$ cat config.mk
export PLATFORM = sky130hd
export DESIGN_NAME = mfp_ahb_spi_rx_flat
export DESIGN_NICKNAME = d
export VERILOG_FILES = /design/src/rtl/mfp_spi_rx_pkg.sv /design/src/rtl/mfp_ahb_spi_rx_if.sv /design/src/rtl/mfp_spi_rx_fifo.sv /design/src/rtl/mfp_ahb_spi_rx.sv /design/src/flat_wrapper.sv
export SDC_FILE = /design/constraint.sdc
export NUM_CORES = 1
export LEC_CHECK = 0
export BUFFER_PORTS_ARGS = -buffer_cell sky130_fd_sc_hd__buf_4
export CAP_MARGIN = 20
export CORE_MARGIN = 2
export CORE_UTILIZATION = 56
export DETAILED_ROUTE_END_ITERATION = 16
export PLACE_DENSITY = 0.79
export SYNTH_ARGS = -nofsm -noshare
export SYNTH_HDL_FRONTEND = slang
export SYNTH_HIERARCHICAL = 1
export SYNTH_SLANG_ARGS = --single-unit
$ cat constraint.sdc
create_clock -name HCLK -period 4.7 [get_ports HCLK]
set_input_delay 0.47 -clock HCLK [delete_from_list [all_inputs] [get_ports HCLK]]
set_output_delay 0.47 -clock HCLK [all_outputs]
set_load 0.005 [all_outputs]
$ cat src/rtl/mfp_spi_rx_pkg.sv
// mfp_spi_rx_pkg
//   Shared definitions for the ESP8266 serial-link receive peripheral
//   (mfp_ahb_spi_rx and its FIFO).
//   Register map (byte offsets): DATA 0x0, STAT 0x4, CTRL 0x8.
//   STAT layout:
//     [0]   empty
//     [7:1] FIFO word count, zero-extended
//     [8]   OVF, sticky overflow
//     [9]   PERR, sticky parity error (always 0 without SPI_RX_PARITY_EN)
//   CTRL layout:
//     [0] EN
//     [1] IRQ_EN
//     [2] write 1 to clear OVF
//     [3] write 1 to clear PERR
package mfp_spi_rx_pkg;

   localparam int WORD_W = 16;
   typedef logic [WORD_W-1:0] rx_word_t;

   localparam logic [3:0] OFF_DATA = 4'h0;
   localparam logic [3:0] OFF_STAT = 4'h4;
   localparam logic [3:0] OFF_CTRL = 4'h8;

   localparam int STAT_EMPTY   = 0;
   localparam int STAT_CNT_LSB = 1;
   localparam int STAT_CNT_W   = 7;
   localparam int STAT_OVF     = 8;
   localparam int STAT_PERR    = 9;

   localparam int CTRL_EN       = 0;
   localparam int CTRL_IRQ_EN   = 1;
   localparam int CTRL_OVF_CLR  = 2;
   localparam int CTRL_PERR_CLR = 3;

   // Word index of a byte address within the block.
   function automatic logic [1:0] reg_idx(input logic [3:0] addr);
      return addr[3:2];
   endfunction

endpackage

$ cat src/rtl/mfp_ahb_spi_rx_if.sv
// mfp_ahb_spi_rx_if
//   AHB-Lite slave-side signal bundle for the link receive peripheral.
//   Signals:
//     HSEL   - slave select
//     HTRANS - transfer type
//     HADDR  - byte address within the block
//     HWRITE - 1 = write, 0 = read
//     HWDATA - write data, presented in the data phase
//     HRDATA - read data, presented in the data phase
//   Modports:
//     master - drives the request and receives HRDATA
//     slave  - receives the request and drives HRDATA
interface mfp_ahb_spi_rx_if;
   logic        HSEL;
   logic [1:0]  HTRANS;
   logic [3:0]  HADDR;
   logic        HWRITE;
   logic [31:0] HWDATA;
   logic [31:0] HRDATA;

   modport master (output HSEL, output HTRANS, output HADDR, output HWRITE,
                   output HWDATA, input HRDATA);
   modport slave  (input HSEL, input HTRANS, input HADDR, input HWRITE,
                   input HWDATA, output HRDATA);
endinterface

$ cat src/rtl/mfp_spi_rx_fifo.sv
// mfp_spi_rx_fifo
//   Synchronous word FIFO with a show-ahead head word: dout is the oldest
//   entry whenever the FIFO is not empty.
//   Ports:
//     clk, rst_n  - clock and asynchronous active-low reset
//     push, din   - write request and word
//     pop         - remove the head word; ignored when empty
//     dout        - head word
//     count       - number of stored words
//     full, empty - status flags
//   A push while full succeeds only when a pop happens in the same cycle.
module mfp_spi_rx_fifo
   import mfp_spi_rx_pkg::*;
#(
   parameter int DEPTH = 4
) (
   input  logic                     clk,
   input  logic                     rst_n,
   input  logic                     push,
   input  rx_word_t                 din,
   input  logic                     pop,
   output rx_word_t                 dout,
   output logic [$clog2(DEPTH):0]   count,
   output logic                     full,
   output logic                     empty
);

   localparam int AW = $clog2(DEPTH);

   rx_word_t      mem [DEPTH];
   logic [AW:0]   wr_ptr;
   logic [AW:0]   rd_ptr;
   logic          do_push;
   logic          do_pop;

   // Pointers carry one extra MSB so that full and empty are distinguishable.
   assign count   = wr_ptr - rd_ptr;
   assign empty   = (wr_ptr == rd_ptr);
   assign full    = (count == (AW + 1)'(DEPTH));
   assign do_pop  = pop & ~empty;
   assign do_push = push & (~full | do_pop);
   assign dout    = mem[rd_ptr[AW-1:0]];

   always_ff @(posedge clk or negedge rst_n) begin
      if (!rst_n) begin
         wr_ptr <= '0;
         rd_ptr <= '0;
      end else begin
         if (do_push) wr_ptr <= wr_ptr + 1'b1;
         if (do_pop)  rd_ptr <= rd_ptr + 1'b1;
      end
   end

   // When full, a simultaneous push overwrites the slot being popped; the
   // old head has already been presented on dout in this cycle.
   always_ff @(posedge clk) begin
      if (do_push) mem[wr_ptr[AW-1:0]] <= din;
   end

endmodule

$ cat src/rtl/mfp_ahb_spi_rx.sv
// mfp_ahb_spi_rx
//   AHB-Lite slave that receives 16-bit words from the ESP8266 over a
//   two-wire link (SCLK_IN + SDI), MSB first, and buffers them in a FIFO.
//   Ports:
//     HCLK, HRESETn - bus clock and asynchronous active-low reset
//     ahb           - AHB-Lite slave bundle (HSEL/HTRANS/HADDR/HWRITE/HWDATA/HRDATA)
//     SCLK_IN, SDI  - link pins, asynchronous to HCLK
//     RX_IRQ        - level interrupt, IRQ_EN & FIFO not empty
//   Parameters:
//     FIFO_DEPTH - words buffered; power of two, >= 2, <= 64
//     TIMEOUT    - idle HCLK cycles before a partial frame is discarded
//   Configuration macro:
//     SPI_RX_PARITY_EN - frames carry a trailing even-parity bit (17 edges);
//     a bad frame is dropped and sets sticky PERR.
module mfp_ahb_spi_rx
   import mfp_spi_rx_pkg::*;
#(
   parameter int FIFO_DEPTH = 4,
   parameter int TIMEOUT    = 1024
) (
   input  logic               HCLK,
   input  logic               HRESETn,
   mfp_ahb_spi_rx_if.slave    ahb,
   input  logic               SCLK_IN,
   input  logic               SDI,
   output logic               RX_IRQ
);

   localparam int CNT_W = $clog2(FIFO_DEPTH) + 1;
   localparam int TMR_W = $clog2(TIMEOUT + 1);
`ifdef SPI_RX_PARITY_EN
   localparam int FRAME_BITS = WORD_W + 1;
`else
   localparam int FRAME_BITS = WORD_W;
`endif
   localparam int BC_W = $clog2(FRAME_BITS + 1);

   // ---------------- link synchronisers ----------------
   logic sclk_s1, sclk_s2, sclk_s3;
   logic sdi_s1, sdi_s2;
   logic rise;

   always_ff @(posedge HCLK or negedge HRESETn) begin
      if (!HRESETn) begin
         sclk_s1 <= 1'b0;
         sclk_s2 <= 1'b0;
         sclk_s3 <= 1'b0;
         sdi_s1  <= 1'b0;
         sdi_s2  <= 1'b0;
      end else begin
         sclk_s1 <= SCLK_IN;
         sclk_s2 <= sclk_s1;
         sclk_s3 <= sclk_s2;
         sdi_s1  <= SDI;
         sdi_s2  <= sdi_s1;
      end
   end

   // SDI travels through the same two stages as SCLK, so sdi_s2 is the
   // data value that accompanied the clock edge being detected.
   assign rise = sclk_s2 & ~sclk_s3;

   // ---------------- deserialiser and idle timer ----------------
   logic                  en;
   logic                  irq_en;
   logic                  ovf;
   logic                  perr;
   logic [FRAME_BITS-2:0] shift_r;
   logic [BC_W-1:0]       bitcnt;
   logic [TMR_W-1:0]      idle_tmr;
   logic                  frame_done;
   logic                  word_ok;
   rx_word_t              rx_word;

   assign frame_done = en & rise & (bitcnt == BC_W'(FRAME_BITS - 1));

`ifdef SPI_RX_PARITY_EN
   // shift_r already holds the 16 data bits; the live bit is the parity bit.
   assign rx_word = shift_r;
   assign word_ok = ~(^shift_r ^ sdi_s2);
`else
   assign rx_word = {shift_r, sdi_s2};
   assign word_ok = 1'b1;
`endif

   always_ff @(posedge HCLK or negedge HRESETn) begin
      if (!HRESETn) begin
         bitcnt   <= '0;
         idle_tmr <= '0;
      end else if (!en) begin
         bitcnt   <= '0;
         idle_tmr <= '0;
      end else if (rise) begin
         idle_tmr <= '0;
         bitcnt   <= frame_done ? '0 : bitcnt + 1'b1;
      end else begin
         if (idle_tmr != TMR_W'(TIMEOUT)) idle_tmr <= idle_tmr + 1'b1;
         // A stalled sender leaves a partial frame; drop it so the next
         // word starts aligned.
         if (idle_tmr == TMR_W'(TIMEOUT) && bitcnt != '0) bitcnt <= '0;
      end
   end

   always_ff @(posedge HCLK) begin
      if (en & rise) shift_r <= {shift_r[FRAME_BITS-3:0], sdi_s2};
   end

   // ---------------- FIFO ----------------
   logic             a_sel;
   logic             rd_pop;
   logic             push_req;
   logic             fifo_push;
   logic             ovf_evt;
   rx_word_t         fifo_dout;
   logic [CNT_W-1:0] fifo_count;
   logic             fifo_full;
   logic             fifo_empty;

   assign a_sel     = ahb.HSEL & ahb.HTRANS[1];
   // The pop takes effect at the edge that opens the read's data phase, the
   // same edge that loads HRDATA with the current head word.
   assign rd_pop    = a_sel & ~ahb.HWRITE & ~fifo_empty
                      & (reg_idx(ahb.HADDR) == reg_idx(OFF_DATA));
   assign push_req  = frame_done & word_ok;
   assign fifo_push = push_req & (~fifo_full | rd_pop);
   assign ovf_evt   = push_req & fifo_full & ~rd_pop;

   mfp_spi_rx_fifo #(
      .DEPTH (FIFO_DEPTH)
   ) u_fifo (
      .clk   (HCLK),
      .rst_n (HRESETn),
      .push  (fifo_push),
      .din   (rx_word),
      .pop   (rd_pop),
      .dout  (fifo_dout),
      .count (fifo_count),
      .full  (fifo_full),
      .empty (fifo_empty)
   );

   // ---------------- AHB register file ----------------
   logic        d_wr;
   logic [1:0]  d_idx;
   logic        ctrl_wr;
   logic [31:0] rd_mux;
   logic [31:0] hrdata_r;

   always_ff @(posedge HCLK or negedge HRESETn) begin
      if (!HRESETn) begin
         d_wr  <= 1'b0;
         d_idx <= '0;
      end else begin
         d_wr  <= a_sel & ahb.HWRITE;
         d_idx <= reg_idx(ahb.HADDR);
      end
   end

   assign ctrl_wr = d_wr & (d_idx == reg_idx(OFF_CTRL));

   always_ff @(posedge HCLK or negedge HRESETn) begin
      if (!HRESETn) begin
         en     <= 1'b0;
         irq_en <= 1'b0;
         ovf    <= 1'b0;
      end else begin
         if (ctrl_wr) begin
            en     <= ahb.HWDATA[CTRL_EN];
            irq_en <= ahb.HWDATA[CTRL_IRQ_EN];
         end
         // A new overflow wins over a clear in the same cycle.
         if (ovf_evt)                              ovf <= 1'b1;
         else if (ctrl_wr && ahb.HWDATA[CTRL_OVF_CLR]) ovf <= 1'b0;
      end
   end

`ifdef SPI_RX_PARITY_EN
   logic perr_evt;
   assign perr_evt = frame_done & ~word_ok;

   always_ff @(posedge HCLK or negedge HRESETn) begin
      if (!HRESETn) begin
         perr <= 1'b0;
      end else if (perr_evt) begin
         perr <= 1'b1;
      end else if (ctrl_wr && ahb.HWDATA[CTRL_PERR_CLR]) begin
         perr <= 1'b0;
      end
   end
`else
   logic unused_perr_clr;
   assign perr            = 1'b0;
   assign unused_perr_clr = ahb.HWDATA[CTRL_PERR_CLR];
`endif

   always_comb begin
      rd_mux = '0;
      case (reg_idx(ahb.HADDR))
         reg_idx(OFF_DATA): begin
            if (!fifo_empty) rd_mux[WORD_W-1:0] = fifo_dout;
         end
         reg_idx(OFF_STAT): begin
            rd_mux[STAT_EMPTY]                  = fifo_empty;
            rd_mux[STAT_CNT_LSB +: STAT_CNT_W]  = STAT_CNT_W'(fifo_count);
            rd_mux[STAT_OVF]                    = ovf;
            rd_mux[STAT_PERR]                   = perr;
         end
         reg_idx(OFF_CTRL): begin
            rd_mux[CTRL_EN]     = en;
            rd_mux[CTRL_IRQ_EN] = irq_en;
         end
         default: rd_mux = '0;
      endcase
   end

   // Captured at the address-phase edge so the value is stable for the whole
   // data phase; held between reads.
   always_ff @(posedge HCLK or negedge HRESETn) begin
      if (!HRESETn) begin
         hrdata_r <= '0;
      end else if (a_sel && !ahb.HWRITE) begin
         hrdata_r <= rd_mux;
      end
   end

   assign ahb.HRDATA = hrdata_r;
   assign RX_IRQ     = irq_en & ~fifo_empty;

   logic unused_bus;
   assign unused_bus = &{1'b0, ahb.HADDR[1:0], ahb.HTRANS[0], ahb.HWDATA[31:4]};

endmodule

$ cat src/flat_wrapper.sv
// flat-port wrapper written by rule: the top's interface ports become plain ports
module mfp_ahb_spi_rx_flat import mfp_spi_rx_pkg::*;
#(
   parameter int FIFO_DEPTH = 4,
   parameter int TIMEOUT    = 1024
)
  (HCLK, HRESETn, SCLK_IN, SDI, RX_IRQ, ahb_HSEL, ahb_HTRANS, ahb_HADDR, ahb_HWRITE, ahb_HWDATA, ahb_HRDATA);
  mfp_ahb_spi_rx_if ahb_i ();
  input  logic HCLK;
  input  logic HRESETn;
  input  logic SCLK_IN;
  input  logic SDI;
  output logic RX_IRQ;
  input wire logic [$bits(ahb_i.HSEL)-1:0] ahb_HSEL;
  input wire logic [$bits(ahb_i.HTRANS)-1:0] ahb_HTRANS;
  input wire logic [$bits(ahb_i.HADDR)-1:0] ahb_HADDR;
  input wire logic [$bits(ahb_i.HWRITE)-1:0] ahb_HWRITE;
  input wire logic [$bits(ahb_i.HWDATA)-1:0] ahb_HWDATA;
  output wire logic [$bits(ahb_i.HRDATA)-1:0] ahb_HRDATA;
  assign ahb_i.HSEL = ahb_HSEL;
  assign ahb_i.HTRANS = ahb_HTRANS;
  assign ahb_i.HADDR = ahb_HADDR;
  assign ahb_i.HWRITE = ahb_HWRITE;
  assign ahb_i.HWDATA = ahb_HWDATA;
  assign ahb_HRDATA = ahb_i.HRDATA;
  mfp_ahb_spi_rx #(.FIFO_DEPTH(FIFO_DEPTH), .TIMEOUT(TIMEOUT)) u_core (.HCLK(HCLK), .HRESETn(HRESETn), .ahb(ahb_i), .SCLK_IN(SCLK_IN), .SDI(SDI), .RX_IRQ(RX_IRQ));
endmodule
; Word-level counts from Yosys, hierarchy flattened
; Memories as Yosys holds them, arrays and structs flattened.
; Cells that the tools add are included.
[word_totals]
reg_bits = 64
latch_bits = 0
ram_bits = 64
romBits = 0
inputBits = 44
out_inout_bits = 33
elab_cells = 76
n_memories = 1
[mem_list]
columns = name, depth, width, rd, rd_clocked_by_memory_dff, wr, line_no
row1 = u_core.u_fifo.mem, 4, 16, 1, 0, 1, mfp_spi_rx_fifo.sv:30  ; rx_word_t mem [DEPTH];
[op_classes]
n_addsub = 5
multipliers = 0
div_mod_pow = 0
order_cmp = 0
n_eq_ne = 10
shift = 0
mux = 15
n_bitwise = 22
n_reduce_logical = 7
[ops]
columns = operator, n
row1 = 11-bit two-way mux, 3
row2 = 5-bit two-way mux, 4
row3 = 16-bit two-way mux, 1
row4 = 8-bit one-hot mux with 2 select lines, 1
row5 = 1-bit bitwise AND, 15
row6 = 11-bit by 1-bit adder with 11-bit output (second input constant), 1
row7 = 11-bit equality test (second input constant), 1
row8 = 11-bit inequality test (second input constant), 1
row9 = 3-bit by 1-bit adder with 3-bit output (second input constant), 2
row10 = 6-bit two-way mux, 1
row11 = 3-bit by 2-bit inequality test with 1-bit output (second input constant), 2
row12 = 2-bit one-hot mux with 3 select lines, 1
row13 = 5-bit by 1-bit adder with 5-bit output (second input constant), 1
row14 = 5-bit by 4-bit equality test with 1-bit output (second input constant), 1
row15 = 1-bit NOT, 5
row16 = 5-bit nonzero test, 1
row17 = 2-bit equality test (second input constant), 2
row18 = 1-bit two-way mux, 4
row19 = 3-bit equality test, 1
row20 = 3-bit equality test (second input constant), 1
row21 = 1-bit logical AND, 3
row22 = 3-bit subtractor, 1
row23 = 2-bit by 1-bit equality test with 1-bit output (second input constant), 1
row24 = 2-bit logical NOT, 1
row25 = 3 further kinds, 4

; Longest topological paths before layout
; Gate-level depths: netlist of the first run.
[logic_depth]
ltp_word = 9
mapped_depth = 12
ltp_nobuf = 10

; Cells and area by module
; The synthesis of the first run kept the hierarchy.
[modules_own_cells]
columns = module, instances, cells_each, area_per_inst_um2, seq_area_each_um2
row1 = mfp_spi_rx_fifo, 1, 124, 2777.7, 2072.0
row2 = mfp_ahb_spi_rx, 1, 190, 2417.3, 1526.5

; Worst setup path before layout of the first run
; Ideal clock, no wire load.
[synth_path]
path_kind = register to register
from = register u_core.u_fifo.rd_ptr[1]
to = memory u_core/u_fifo/mem[0][0] (netlist name), enable pin
setup_ns = 0.374
t_arrival_ns = 3.358
required_time_ns = 4.326
slack_ns = 0.969
stages_incl_launch_ff = 13
n_path_buf = 3
synth_period_minus_slack_ns = 3.731
cell_sequence = dfrtp_1 -> clkbuf_1 -> buf_1 -> inv_1 -> ha_1 -> and3_1 -> or4_4 -> clkinv_2 -> buf_6 -> inv_1 -> a31o_1 -> a21oi_4 -> and2_1
[synth_between]
elab_chain_cells = 9
elab_cells_between_ends = 14
classes_between = add/sub: 1 / eq/ne: 2 / mux: 2 / bitwise: 9
[synth_lines]
columns = element, line_no
row1 = from (decl), mfp_spi_rx_fifo.sv:32  ; logic [AW:0] rd_ptr;
row2 = from (signal assigned), mfp_spi_rx_fifo.sv:50  ; if (do_pop) rd_ptr <= rd_ptr + 1'b1;
row3 = 3-bit equality test (*), mfp_spi_rx_fifo.sv:38  ; assign empty = (wr_ptr == rd_ptr);
row4 = via u_core.fifo_empty, mfp_ahb_spi_rx.sv:117  ; logic fifo_empty;
row5 = 1-bit NOT (*), mfp_ahb_spi_rx.sv:122  ; assign rd_pop = a_sel & ~ahb.HWRITE & ~fifo_empty
row6 = 1-bit bitwise AND (*), mfp_ahb_spi_rx.sv:122
row7 = 1-bit bitwise AND (*), mfp_ahb_spi_rx.sv:123  ; & (reg_idx(ahb.HADDR) == reg_idx(OFF_DATA));
row8 = via u_core.rd_pop, mfp_ahb_spi_rx.sv:110  ; logic rd_pop;
row9 = 1-bit OR / 1-bit bitwise AND (equally long branches), "mfp_ahb_spi_rx.sv:125, mfp_spi_rx_fifo.sv:40"
row10 = 1-bit bitwise AND / 1-bit OR (equally long branches), "mfp_ahb_spi_rx.sv:125, mfp_spi_rx_fifo.sv:41"
row11 = 1-bit bitwise AND (*), mfp_spi_rx_fifo.sv:41  ; assign do_push = push & (~full | do_pop);
row12 = 1-bit two-way mux (*), mfp_spi_rx_fifo.sv:57  ; if (do_push) mem[wr_ptr[AW-1:0]] <= din;
row13 = 1-bit two-way mux (not written as such) (*), mfp_spi_rx_fifo.sv:57
row14 = to (decl), mfp_spi_rx_fifo.sv:30
; Mark *: on every way through the listed nets, which the timed path passes. The rest lies on a longest branch.

; Final worst setup path of the first run
[layout_path]
from = register u_core.u_fifo.rd_ptr[0]
to = memory u_core/u_fifo/mem[2][12] (netlist name), enable pin
[layout_between]
elab_chain_cells = 9
elab_cells_between_ends = 14
classes_between = add/sub: 1 / eq/ne: 2 / mux: 2 / bitwise: 9
[layout_lines]
columns = element, line_no
row1 = 3-bit equality test (*), mfp_spi_rx_fifo.sv:38
row2 = via u_core.fifo_empty, mfp_ahb_spi_rx.sv:117
row3 = 1-bit NOT (*), "mfp_spi_rx_fifo.sv:40, mfp_ahb_spi_rx.sv:122"
row4 = 1-bit bitwise AND, mfp_ahb_spi_rx.sv:122
row5 = 1-bit bitwise AND, mfp_ahb_spi_rx.sv:123
row6 = 1-bit OR / 1-bit bitwise AND (equally long branches), "mfp_ahb_spi_rx.sv:125, mfp_spi_rx_fifo.sv:40"
row7 = 1-bit bitwise AND / 1-bit OR (equally long branches), "mfp_ahb_spi_rx.sv:125, mfp_spi_rx_fifo.sv:41"
row8 = 1-bit bitwise AND (*), mfp_spi_rx_fifo.sv:41
row9 = 1-bit two-way mux (*), mfp_spi_rx_fifo.sv:57
row10 = 1-bit two-way mux (not written as such) (*), mfp_spi_rx_fifo.sv:57
; Marks and branches as above.

==> results of run 1 <==
repair_timing:
item | 4_1_cts | 5_1_grt
endpoints found under the setup margin | 0 | 0
hold buffers | 1 | 0
endpoints found under the hold margin | 49 | 0
worst paths after layout:
path | depth (start not counted) | to | startpoint | slack (ns)
min | 1 | u_core/sdi_s1 | SDI | 0.05
max reg2reg | 10 | u_core/u_fifo/mem[2][12] | u_core/u_fifo/rd_ptr[0] | 1.23
min in group asynchronous | 2 | u_core/ahb.HRDATA[8] | HRESETn | 0.52
max in group asynchronous | 2 | u_core/ovf | HRESETn | 3.75
max | 10 | u_core/u_fifo/mem[2][12] | u_core/u_fifo/rd_ptr[0] | 1.23
min reg2reg | 0 | u_core/sclk_s2 | u_core/sclk_s1 | 0.35
cell families after synthesis:
logic type | Yosys count
AO/OA/AOI/OAI | 32
XOR/XNOR | 16
adder cells (fa/ha/maj) | 12
buffers and inverters | 40
flip-flops | 128
multiplexers | 21
other | 1
AND/OR/NAND/NOR | 64
worst max-delay path: cells and delay by family (launching register included):
| family | cells | cell delay [ns] |
|---|---|---|
| AND/OR/NAND/NOR | 3 | 0.94 |
| flip-flops | 1 | 0.32 |
| adder cells (fa/ha/maj) | 1 | 0.34 |
| AO/OA/AOI/OAI | 2 | 0.59 |
| buffers and inverters | 4 | 0.94 |
final cells by class:
cell class              count  area share (%)
flip-flops and latches    128            58.9
well taps                 111            2.28
inverters                  16            1.00
clock buffers              17            6.78
clock inverters            15            3.20
multi-input cells         161            23.4
repair buffers             35            4.35
registers in the layout (all words and copies together), names as in the netlist:
signal,flops
u_core/en,1
u_core/sclk_s1,1
u_core/sclk_s3,1
u_core/idle_tmr,11
u_core/u_fifo/wr_ptr,3
u_core/u_fifo/mem,64
u_core/shift_r,15
u_core/d_idx,2
u_core/ovf,1
u_core/u_fifo/rd_ptr,3
u_core/irq_en,1
u_core/bitcnt,5
u_core/sdi_s1,1
u_core/ahb.HRDATA,16
u_core/sclk_s2,1
u_core/sdi_s2,1
u_core/d_wr,1
stage by stage:
stage | power, uW | hold WS, ns | instance area [um2]
5_1_grt | 3250 | 0.0263 | 6100
2_1_floorplan | 1660 | 0.174 | 5250
3_5_place_dp | 1800 | 0.337 | 5490
3_3_place_gp | 1780 | 0.336 | 5490
6_report | 3130 | 0.0485 | 6100
4_1_cts | 3160 | 0.0302 | 6100
power by group through the flow:
stage	Clock (uW)	Sequential (uW)	Combinational (uW)
finish	1350	1310	475
global route	1410	1320	520
CTS	1370	1310	481
detailed placement	0	1330	473
global placement	0	1330	456
floorplan	0	1320	338
cell usage in the layout (no fill, tap or decap), types with 3 or more instances in the layout:
cell / instances
edfxtp_1: 79
dfrtp_1: 49
buf_4: 34
clkbuf_16: 16
nor2_1: 16
conb_1: 16
mux4_2: 16
inv_1: 13
xor2_1: 11
a22o_1: 11
ha_1: 11
nand2_1: 10
nand3_1: 9
inv_6: 7
nand4_1: 5
and3_1: 4
and2_1: 4
xnor2_1: 4
o21ai_1: 4
bufinv_16: 3
nand3b_1: 3
a221o_1: 3
mux2_1: 3
per-layer routing:
layer	vias up	wire (um)	GRT usage [%]
li1	1234	-	-
met2	87	5040	35.6
met1	1443	4090	27.5
met4	0	151	9.80
met5	-	0	0
met3	16	478	6.27
==> flow_summary.rst, run 1 <==
.. list-table::
   :header-rows: 1

   * - Metric
     - Value
   * - Outcome
     - completed
   * - TritonCTS clock tree
     - yes
   * - Net Switching
     - ~800 uW
   * - Number of sinks driven by the clock tree
     - 128
   * - Mean Syn Cell Area
     - 16.5 um2
   * - Proportion of power drawn by combinational gates
     - around 15%
   * - Final cell utilization of the core
     - approximately 67%
   * - Area growth from synthesis to layout
     - 17.5%
   * - Number of fill cells in the layout
     - 613
   * - Vias
     - 2,780
   * - Max clock buf depth
     - 2
   * - Pre-CTS setup slack
     - approximately 1.3 ns
   * - Final count of hold timing violations
     - 0
   * - Global routing usage summed across all routing layers
     - between 20 and 25%
   * - Minimum clock period after layout
     - approximately 3.5 ns
   * - Category of the worst setup path capture point
     - flip-flop
   * - Library cell appearing most often on the critical path
     - buf_4
   * - Sequential cell area
     - 3600 um2
   * - Clock slew at reported path FFs
     - about 0.060 ns
   * - Count of nets left with antenna violations after detail routing
     - 0
   * - Share of layout cells above drive strength 1
     - around 24%
   * - Final RePlAce weighted congestion
     - 0.799
   * - Total standard cell area after synthesis
     - between 5000 and 6000 um2
   * - Die W
     - ~100 um
   * - Worst clock skew on the final layout
     - between 0.009 and 0.01 ns
   * - Power per cell area
     - 513 nW/um2
   * - TritonCTS buffer count
     - 17
   * - Setup violations, final
     - 0
   * - Internal cell power
     - roughly 2300 uW
   * - Initial standard-cell utilization of the core
     - 57.0%
   * - NumNets Final
     - 415
   * - Critical path's slowest cell
     - or4_4
   * - Synthesized-area fraction occupied by and/or/nand/nor cells
     - about 7.0%
   * - I/O pin cnt
     - between 70 and 80
   * - Die extent in y
     - ~100 um
   * - Clock tree root buffer cell
     - clkbuf_8
   * - Net Sw Frac
     - between 20% and 30%
   * - EDFF count, synth
     - slightly below 80
   * - Vias/cell
     - 5.76
   * - Vias in the first global route
     - 2,995
   * - Top-count cell post-synth
     - edfxtp_1
   * - Mux share of post-synthesis cell area
     - 8.07%
   * - Cell types occupying the most area after synthesis
     - edfxtp_1, dfrtp_1, mux4_2
   * - Sequential group share of total power
     - a little over two fifths
   * - Slowest stage delay, CP
     - between 0.5 and 0.6 ns
   * - Final setup slack of the worst path
     - around 1.2 ns
   * - Post-synthesis share of cell area spent on full adders, half adders and majority gates
     - around 3.0%
   * - Arrival time at the worst endpoint
     - between 3 and 4 ns
   * - Worst-margin pin slew
     - between 0.7 and 0.8 ns
   * - Floorplan die area
     - between 10,000 and 15,000 um2
   * - Fraction of synthesized cell area in xor and xnor cells
     - 2.99%
   * - CP Class
     - reg2reg
   * - Sequential share of the synthesized area
     - between 60 and 70%
   * - Count of non-filler cells in the finished layout
     - approximately 480
   * - Count of different cell masters after synthesis
     - between 50 and 60
   * - Area fraction of the dominant cell type after synthesis
     - approximately 46%
   * - Synthesized netlist cell count
     - roughly 310
   * - Post-detailed-routing wire length
     - 9760 um
   * - Worst IR Drop VDD
     - roughly 0.38 mV
   * - Count of inserted antenna diode cells
     - 0
   * - Max Cap Viol
     - 0
   * - # resized after CTS
     - 0
   * - Top achievable clock speed
     - about 290 MHz
   * - Fraction of the mapped netlist area in compound gates
     - 5.27%
   * - Std cell rows
     - 35
   * - Max FO, Critical Path
     - 19
   * - Yosys reg bits
     - between 100 and 150
   * - Clock network fraction of total power
     - 43.0%
   * - Wire length of the first global-routing pass
     - about 16,000 um
   * - Async S/R FF share, synth
     - a little under two fifths
   * - Library cell with the largest summed area after synthesis
     - edfxtp_1
   * - Clk_lat worst skew
     - between 0.5 and 0.6 ns
   * - Worst slew margin relative to its limit
     - 47.9%
   * - Number of antenna violations at the first check in global routing
     - 0
   * - Area of the multi-input gates
     - 1430 um2
   * - CTS H-Tree Depth
     - 4
   * - Core box area
     - 9110 um2
   * - Top cells by instance count after synthesis
     - edfxtp_1, dfrtp_1, buf_4, mux4_2, nor2_1
   * - Max-slew violation total from the final report
     - 0
   * - Number of warnings reported in the yosys synthesis log
     - 6
   * - Placed wire-length estimate after detailed placement
     - ~5500 um
   * - Type of the worst min-delay path
     - in2reg
   * - Period Utilization, post-route
     - 73.8%
   * - Length of the first detailed-routing pass in iterations
     - 5
   * - Pin count of the biggest net entering global routing
     - 50
   * - Setup crit start kind
     - flip-flop
   * - Number of placed cells counting well taps
     - 450
   * - Main combinational cell family by area after synthesis
     - multiplexers
   * - Input/output buffers
     - 28
   * - Average wire length per cell after detail routing
     - ~20 um
   * - Total congestion overflow
     - 0
   * - Data required time of the critical path
     - between 4 and 5 ns
   * - Summed negative setup slack over all endpoints
     - 0 ns
   * - Number of setup buffers added after CTS
     - 0
   * - Static Leak
     - between 0.002 and 0.0025 uW
   * - Crit-path cells
     - buf_4, ha_1, and3_1, or4_4, clkinv_2, inv_1, a31o_1, a21oi_4, and2_1, buf_4
   * - Most frequently used flop master after synthesis
     - edfxtp_1
   * - Number of design rule violations left after detail routing
     - 0
   * - Unrepaired setup endpoints after global routing
     - false
   * - Iteration-0 DRC count of the detailed router
     - between 100 and 150
(Power assumes the default switching activity.)
==> run 2, diff against run 1 <==
clock period = 3.6 ns   (was 4.7 ns; I/O delays follow)
==> run 2 against run 1 <==
Compared with the run above: global-route usage is 0.64 points lower; cell area about the same; non-clock buffer count increased by 3; wire length decreased by 0.58%; count of clock-buffer cells in the layout up 1; first-iteration DRC count grew 11%; sequential power increased by 31%; largest power group is now sequential cells.
==> flow_summary.rst, run 2 (synthesis gave the netlist of run 1 again) <==
.. list-table::
   :header-rows: 1

   * - Metric
     - Value
   * - Most common cell after layout, fill and taps aside
     - edfxtp_1
   * - Placed wire-length estimate after detailed placement
     - around 5400 um
   * - Number of antenna violations at the first check in global routing
     - 0
   * - Average wire length per cell after detail routing
     - between 15 and 20 um
   * - TritonCTS buffer count
     - 17
   * - I/O pin cnt
     - just under 80
   * - TritonCTS clock tree
     - yes
   * - Post-DP Area
     - ~5500 um2
   * - Clock slew at reported path FFs
     - 0.06 ns
   * - Floorplan die area
     - ~10,000 um2
   * - Max-slew violation total from the final report
     - 0
   * - Category of the worst setup path capture point
     - flip-flop
   * - Max reg flops
     - between 60 and 70
   * - Reg2reg setup slack
     - 0.36 ns
   * - Type of the worst min-delay path
     - in2reg
   * - Count of inserted antenna diode cells
     - 0
   * - Core box area
     - just over 9000 um2
   * - Minimum clock period after layout
     - 3.24 ns
   * - Number of fill cells in the layout
     - about 590
   * - Global routing usage summed across all routing layers
     - a little over a fifth
   * - CP Class
     - reg2reg
   * - Pin count of the biggest net entering global routing
     - 50
   * - Max FO, Critical Path
     - 16
   * - Number of design rule violations left after detail routing
     - 0
   * - Setup violations, final
     - 0
   * - Cell depth of the worst min-delay path
     - 2
   * - Number of setup buffers added after CTS
     - 0
   * - Final setup slack of the worst path
     - between 0.3 and 0.4 ns
   * - Std cell rows
     - 35
   * - Outcome
     - completed
   * - Max Cap Viol
     - 0
   * - Share of layout cells above drive strength 1
     - 24.5%
   * - Wire length of the first global-routing pass
     - between 15,000 and 20,000 um
   * - Pre-CTS setup slack
     - slightly below 0.5 ns
   * - Clk_lat worst skew
     - around 0.51 ns
   * - Worst IR Drop VDD
     - 0.331 mV
   * - Die W
     - around 100 um
   * - Start of the worst register-to-register path
     - u_core/u_fifo/wr_ptr[0]
   * - Final RePlAce weighted congestion
     - between 0.7 and 0.8
   * - Arrival time at the worst endpoint
     - 3.37 ns
   * - Vias in the first global route
     - ~2,900
   * - Input/output buffers
     - 28
   * - Die extent in y
     - between 100 and 150 um
   * - Count of non-filler cells in the finished layout
     - 486
   * - Total congestion overflow
     - 0
   * - Setup crit start kind
     - flip-flop
   * - Max clock buf depth
     - 2
   * - Static Leak
     - approximately 0.0024 uW
   * - Reg2Reg Depth
     - 9
   * - Number of sinks driven by the clock tree
     - ~130
   * - Final count of hold timing violations
     - 0
   * - Post-detailed-routing wire length
     - a little under 10,000 um
   * - Unrepaired setup endpoints after global routing
     - false
   * - Worst-margin pin slew
     - between 0.7 and 0.8 ns
   * - Period Utilization, post-route
     - 89.9%
   * - NumNets Final
     - ~420
   * - Summed negative setup slack over all endpoints
     - 0 ns
   * - Reg-to-Reg End
     - u_core/u_fifo/mem[2][0]
   * - Most used cells in the layout excluding fill and tap cells
     - edfxtp_1, dfrtp_1, buf_4
   * - Worst slew margin relative to its limit
     - a little under half
   * - Initial standard-cell utilization of the core
     - 57.0%
   * - Sink of the worst hold path
     - u_core/en
   * - Length of the first detailed-routing pass in iterations
     - 4
   * - Count of nets left with antenna violations after detail routing
     - 0
   * - Worst clock skew on the final layout
     - 0.0159 ns
   * - Power per cell area
     - roughly 650 nW/um2
   * - Startpoint of the worst hold path
     - ahb_HWDATA[0]
   * - Design Area, Final
     - 6110 um2
   * - Vias/cell
     - 5.65
   * - Number of placed cells counting well taps
     - roughly 450
   * - Area growth from synthesis to layout
     - 17.6%
   * - Iteration-0 DRC count of the detailed router
     - 153
   * - Top achievable clock speed
     - between 300 and 400 MHz
   * - Clock tree root buffer cell
     - clkbuf_8
   * - Data required time of the critical path
     - roughly 3.7 ns
   * - Vias
     - approximately 2,700
   * - CTS H-Tree Depth
     - 4
-- run 2: cell count changes in the layout (fill, tap and decap cells not counted) --
| cell | delta |
|---|---|
| clkinv_4 | +4 |
| dlygate4sd3_1 | +4 |
| inv_6 | -4 |
| and2_1 | -3 |
| and2_2 | +3 |
| clkinvlp_4 | +2 |
| inv_8 | -2 |
| buf_4 | -1 |
| bufinv_16 | -1 |
| clkbuf_1 | +1 |
-- run 2: report_power, final --
group | total, uW | internal [uW] | leakage (uW) | switching, uW
combinational | 622 | 322 | 0.000769 | 301
sequential | 1710 | 1640 | 0.00136 | 67.9
clock | 1630 | 994 | 0.000272 | 640
total | 3960 | 2960 | 0.00240 | 1010
-- run 2: area by class of cell --
| type | instances | area (um2) | area share [%] |
|---|---|---|---|
| Clock buffer | 18 | 418 | 6.84 |
| Sequential cell | 128 | 3600 | 58.9 |
| Clock inverter | 14 | 158 | 2.58 |
| Inverter | 16 | 61.3 | 1.00 |
| Tap cell | 111 | 139 | 2.27 |
| Timing Repair Buffer | 38 | 298 | 4.88 |
| Multi-Input combinational cell | 161 | 1440 | 23.5 |
-- run 2: worst max path at each step --
stage | start | end | cells past startpoint
detailed placement | u_core/u_fifo/wr_ptr[0] | u_core/u_fifo/mem[1][3] | 9
finish | u_core/u_fifo/wr_ptr[0] | u_core/u_fifo/mem[2][0] | 9
global route | u_core/u_fifo/wr_ptr[0] | u_core/u_fifo/mem[1][15] | 9
floorplan | u_core/u_fifo/rd_ptr[1] | u_core/u_fifo/mem[3][0] | 11
CTS | u_core/u_fifo/wr_ptr[0] | u_core/u_fifo/mem[2][15] | 9
global placement | u_core/u_fifo/wr_ptr[0] | u_core/u_fifo/mem[0][3] | 9
-- run 2: worst max-delay path, stage by stage (launching register included) --
cell      delay (ns)
dfrtp_1         0.41
inv_1           0.13
ha_1            0.36
and3_1          0.21
or4_4           0.58
clkinv_2        0.07
inv_1           0.04
a31o_1          0.30
a21oi_4         0.25
and2_2          0.52
-- run 2: repair_timing --
action                                 in CTS  in global routing
endpoints found under the hold margin      53                  0
hold buffers                                5                  0
gates resized for setup                     0                  0
-- run 2: through the flow --
step / power (uW) / hold slack, ns / utilization [%]
2_1_floorplan: 2160 / 0.0644 / -
3_3_place_gp: 2330 / 0.335 / 60.2
3_5_place_dp: 2350 / 0.338 / 60.2
4_1_cts: 4000 / 0.0534 / 67.0
5_1_grt: 4130 / 0.0558 / 67.0
6_report: 3960 / 0.0769 / 67.0
-- run 2: layer usage --
layer	track usage (%)	vias to the layer above	wire length (um)
li1	-	1241	-
met2	32.8	100	4710
met5	0	-	0
met1	28.9	1392	4170
met4	10.1	0	202
met3	4.87	15	624
==> run 3, diff against run 2 <==
clock period = 3.05 ns   (was 3.6 ns; I/O delays follow)
==> run 3 against run 2 <==
Compared with the run above: fmax is 10% higher; clock skew is 0.0080 ns lower; wire length is 1.9% lower; via count is 3.2% higher; critical endpoint is now u_core/u_fifo/mem[0][3]; highest routed layer unchanged.
==> flow_summary.rst, run 3 (synthesis gave the netlist of run 1 again) <==
.. list-table::
   :header-rows: 1

   * - Metric
     - Value
   * - Start of the worst register-to-register path
     - u_core/u_fifo/wr_ptr[0]
   * - Arrival time at the worst endpoint
     - 3.17 ns
   * - Max-slew violation total from the final report
     - 0
   * - Clock slew at reported path FFs
     - ~0.060 ns
   * - Final setup slack of the worst path
     - 0.108 ns
   * - Average wire length per cell after detail routing
     - between 15 and 20 um
   * - Die extent in y
     - ~100 um
   * - Number of fill cells in the layout
     - 576
   * - Wire length of the first global-routing pass
     - between 15,000 and 20,000 um
   * - NumNets Final
     - between 400 and 500
   * - Setup violations, final
     - 0
   * - Minimum clock period after layout
     - roughly 3 ns
   * - Std cell rows
     - 35
   * - TritonCTS buffer count
     - 17
   * - Global routing usage summed across all routing layers
     - about a fifth
   * - Reg2Reg Depth
     - 10
   * - Static Leak
     - 0.00246 uW
   * - Count of buffering cells on the critical path with inverters included
     - 4
   * - Vias
     - about 2,800
   * - Core box area
     - between 9000 and 10,000 um2
   * - Placed wire-length estimate after detailed placement
     - 5700 um
   * - Slowest stage delay, CP
     - 0.52 ns
   * - Reg-to-Reg End
     - u_core/u_fifo/mem[0][3]
   * - I/O pin cnt
     - 77
   * - Type of the worst min-delay path
     - in2reg
   * - Post-detailed-routing wire length
     - around 9500 um
   * - CP Class
     - reg2reg
   * - Beginning of the critical path
     - u_core/u_fifo/wr_ptr[0]
   * - Max clock buf depth
     - 2
   * - Worst clock skew on the final layout
     - ~0.0080 ns
   * - Total congestion overflow
     - 0
   * - Pin count of the biggest net entering global routing
     - 50
   * - Pre-CTS setup slack
     - between 0.1 and 0.15 ns
   * - Floorplan die area
     - 10,100 um2
   * - Top Family by Delay on Critical Path
     - simple AND/OR/NAND/NOR gates
   * - Worst-margin pin slew
     - 0.627 ns
   * - Final cell utilization of the core
     - about two thirds
   * - TritonCTS clock tree
     - yes
   * - Final RePlAce weighted congestion
     - between 0.8 and 0.9
   * - Unrepaired setup endpoints after global routing
     - false
   * - Vias/cell
     - approximately 5.7
   * - Most used cells in the layout excluding fill and tap cells
     - edfxtp_1, dfrtp_1, buf_4
   * - Crit-path cells
     - inv_1, ha_1, and3_4, or4_4, clkinv_4, inv_1, a31o_4, a21oi_4, and2_2, buf_12
   * - Critical path's slowest cell
     - or4_4
   * - Length of the first detailed-routing pass in iterations
     - 4
   * - Category of the worst setup path capture point
     - flip-flop
   * - Clk_lat worst skew
     - ~0.52 ns
   * - Count of inserted antenna diode cells
     - 0
   * - Sequential cell area
     - ~3600 um2
   * - CTS H-Tree Depth
     - 4
   * - Input/output buffers
     - 28
   * - Area of the multi-input gates
     - 1460 um2
   * - Area growth from synthesis to layout
     - 20.1%
   * - Max FO, Critical Path
     - 12
   * - Initial standard-cell utilization of the core
     - about 57%
   * - Top achievable clock speed
     - 340 MHz
   * - End point of the critical path
     - u_core/u_fifo/mem[0][3]
   * - Critical path depth in cells
     - 10
   * - Data required time of the critical path
     - between 3 and 4 ns
   * - Most common cell after layout, fill and taps aside
     - edfxtp_1
   * - Worst IR Drop VDD
     - between 0.3 and 0.4 mV
   * - Final count of hold timing violations
     - 0
   * - Outcome
     - completed
   * - Period Utilization, post-route
     - 96.4%
   * - Number of design rule violations left after detail routing
     - 0
   * - Power per cell area
     - about 760 nW/um2
   * - Library cell appearing most often on the critical path
     - inv_1
   * - Clock tree root buffer cell
     - clkbuf_8
   * - Share of layout cells above drive strength 1
     - 26.6%
   * - Vias in the first global route
     - between 2,000 and 3,000
   * - Summed negative setup slack over all endpoints
     - 0 ns
   * - Setup crit start kind
     - flip-flop
   * - Number of sinks driven by the clock tree
     - ~130
   * - Reg2reg setup slack
     - roughly 0.11 ns
   * - Iteration-0 DRC count of the detailed router
     - 199
   * - Worst slew margin relative to its limit
     - 58.2%
   * - Number of antenna violations at the first check in global routing
     - 0
   * - Die W
     - roughly 100 um
   * - Max reg flops
     - 64
   * - Max Cap Viol
     - 0
   * - Count of nets left with antenna violations after detail routing
     - 0
## run 3: changes by cell type in the layout (fill, tap and decap cells not counted), moves of 2 or more
cell	previous run	this run
buf_4	33	37
inv_6	3	6
clkinv_2	2	0
inv_8	0	2
buf_12	0	2
clkinvlp_4	3	1
dlygate4sd3_1	5	7
## run 3: worst min path at each step
stage                    from              endpoint  slack (ns)  depth (start not counted)
2_1_floorplan         HRESETn  u_core/ahb.HRDATA[0]       0.009                          0
3_3_place_gp   u_core/sclk_s1        u_core/sclk_s2        0.33                          0
3_5_place_dp   u_core/sclk_s1        u_core/sclk_s2        0.33                          0
4_1_cts            ahb_HWRITE           u_core/d_wr        0.04                          2
5_1_grt            ahb_HWRITE           u_core/d_wr        0.05                          2
6_report           ahb_HWRITE           u_core/d_wr        0.05                          2
## run 3: per-stage QoR
step                area (um2)  instances  total power, uW  hold slack, ns
floorplan                 5310        329             2600         0.00941
CTS                       6240        494             4800          0.0381
global placement          5580        455             2770           0.333
global route              6240        494             4950          0.0453
detailed placement        5580        455             2800           0.335
finish                    6240        494             4760          0.0519
## run 3: cell type report
type                    instances  share of cell area, %
clock buffers                  17                   6.64
clock inverters                15                   2.77
well taps                     111                   2.23
repair buffers                 46                   6.21
multi-input cells             161                   23.4
flip-flops and latches        128                   57.7
inverters                      16                   1.08
## run 3: what timing repair did
item,in CTS,in global routing
endpoints found under the hold margin,55,0
setup endpoints to repair,0,0
hold buffers,7,0
resized for setup,0,0
buffers inserted,0,0
## run 3: power breakdown
part / switching (uW) / leakage, uW / total, uW / internal (uW)
Clock: 800 / 0.000286 / 1990 / 1190
Combinational: 354 / 0.000815 / 752 / 399
Sequential: 85.3 / 0.00136 / 2020 / 1940
Total: 1240 / 0.00246 / 4760 / 3520
## run 3: per-layer routing
layer	vias up	track usage, %	part of all wire [%]
li1	1264	-	-
met1	1446	27.0	42
met2	108	33.4	50
met3	17	5.78	6.4
met4	0	9.69	1.5
met5	-	0	0
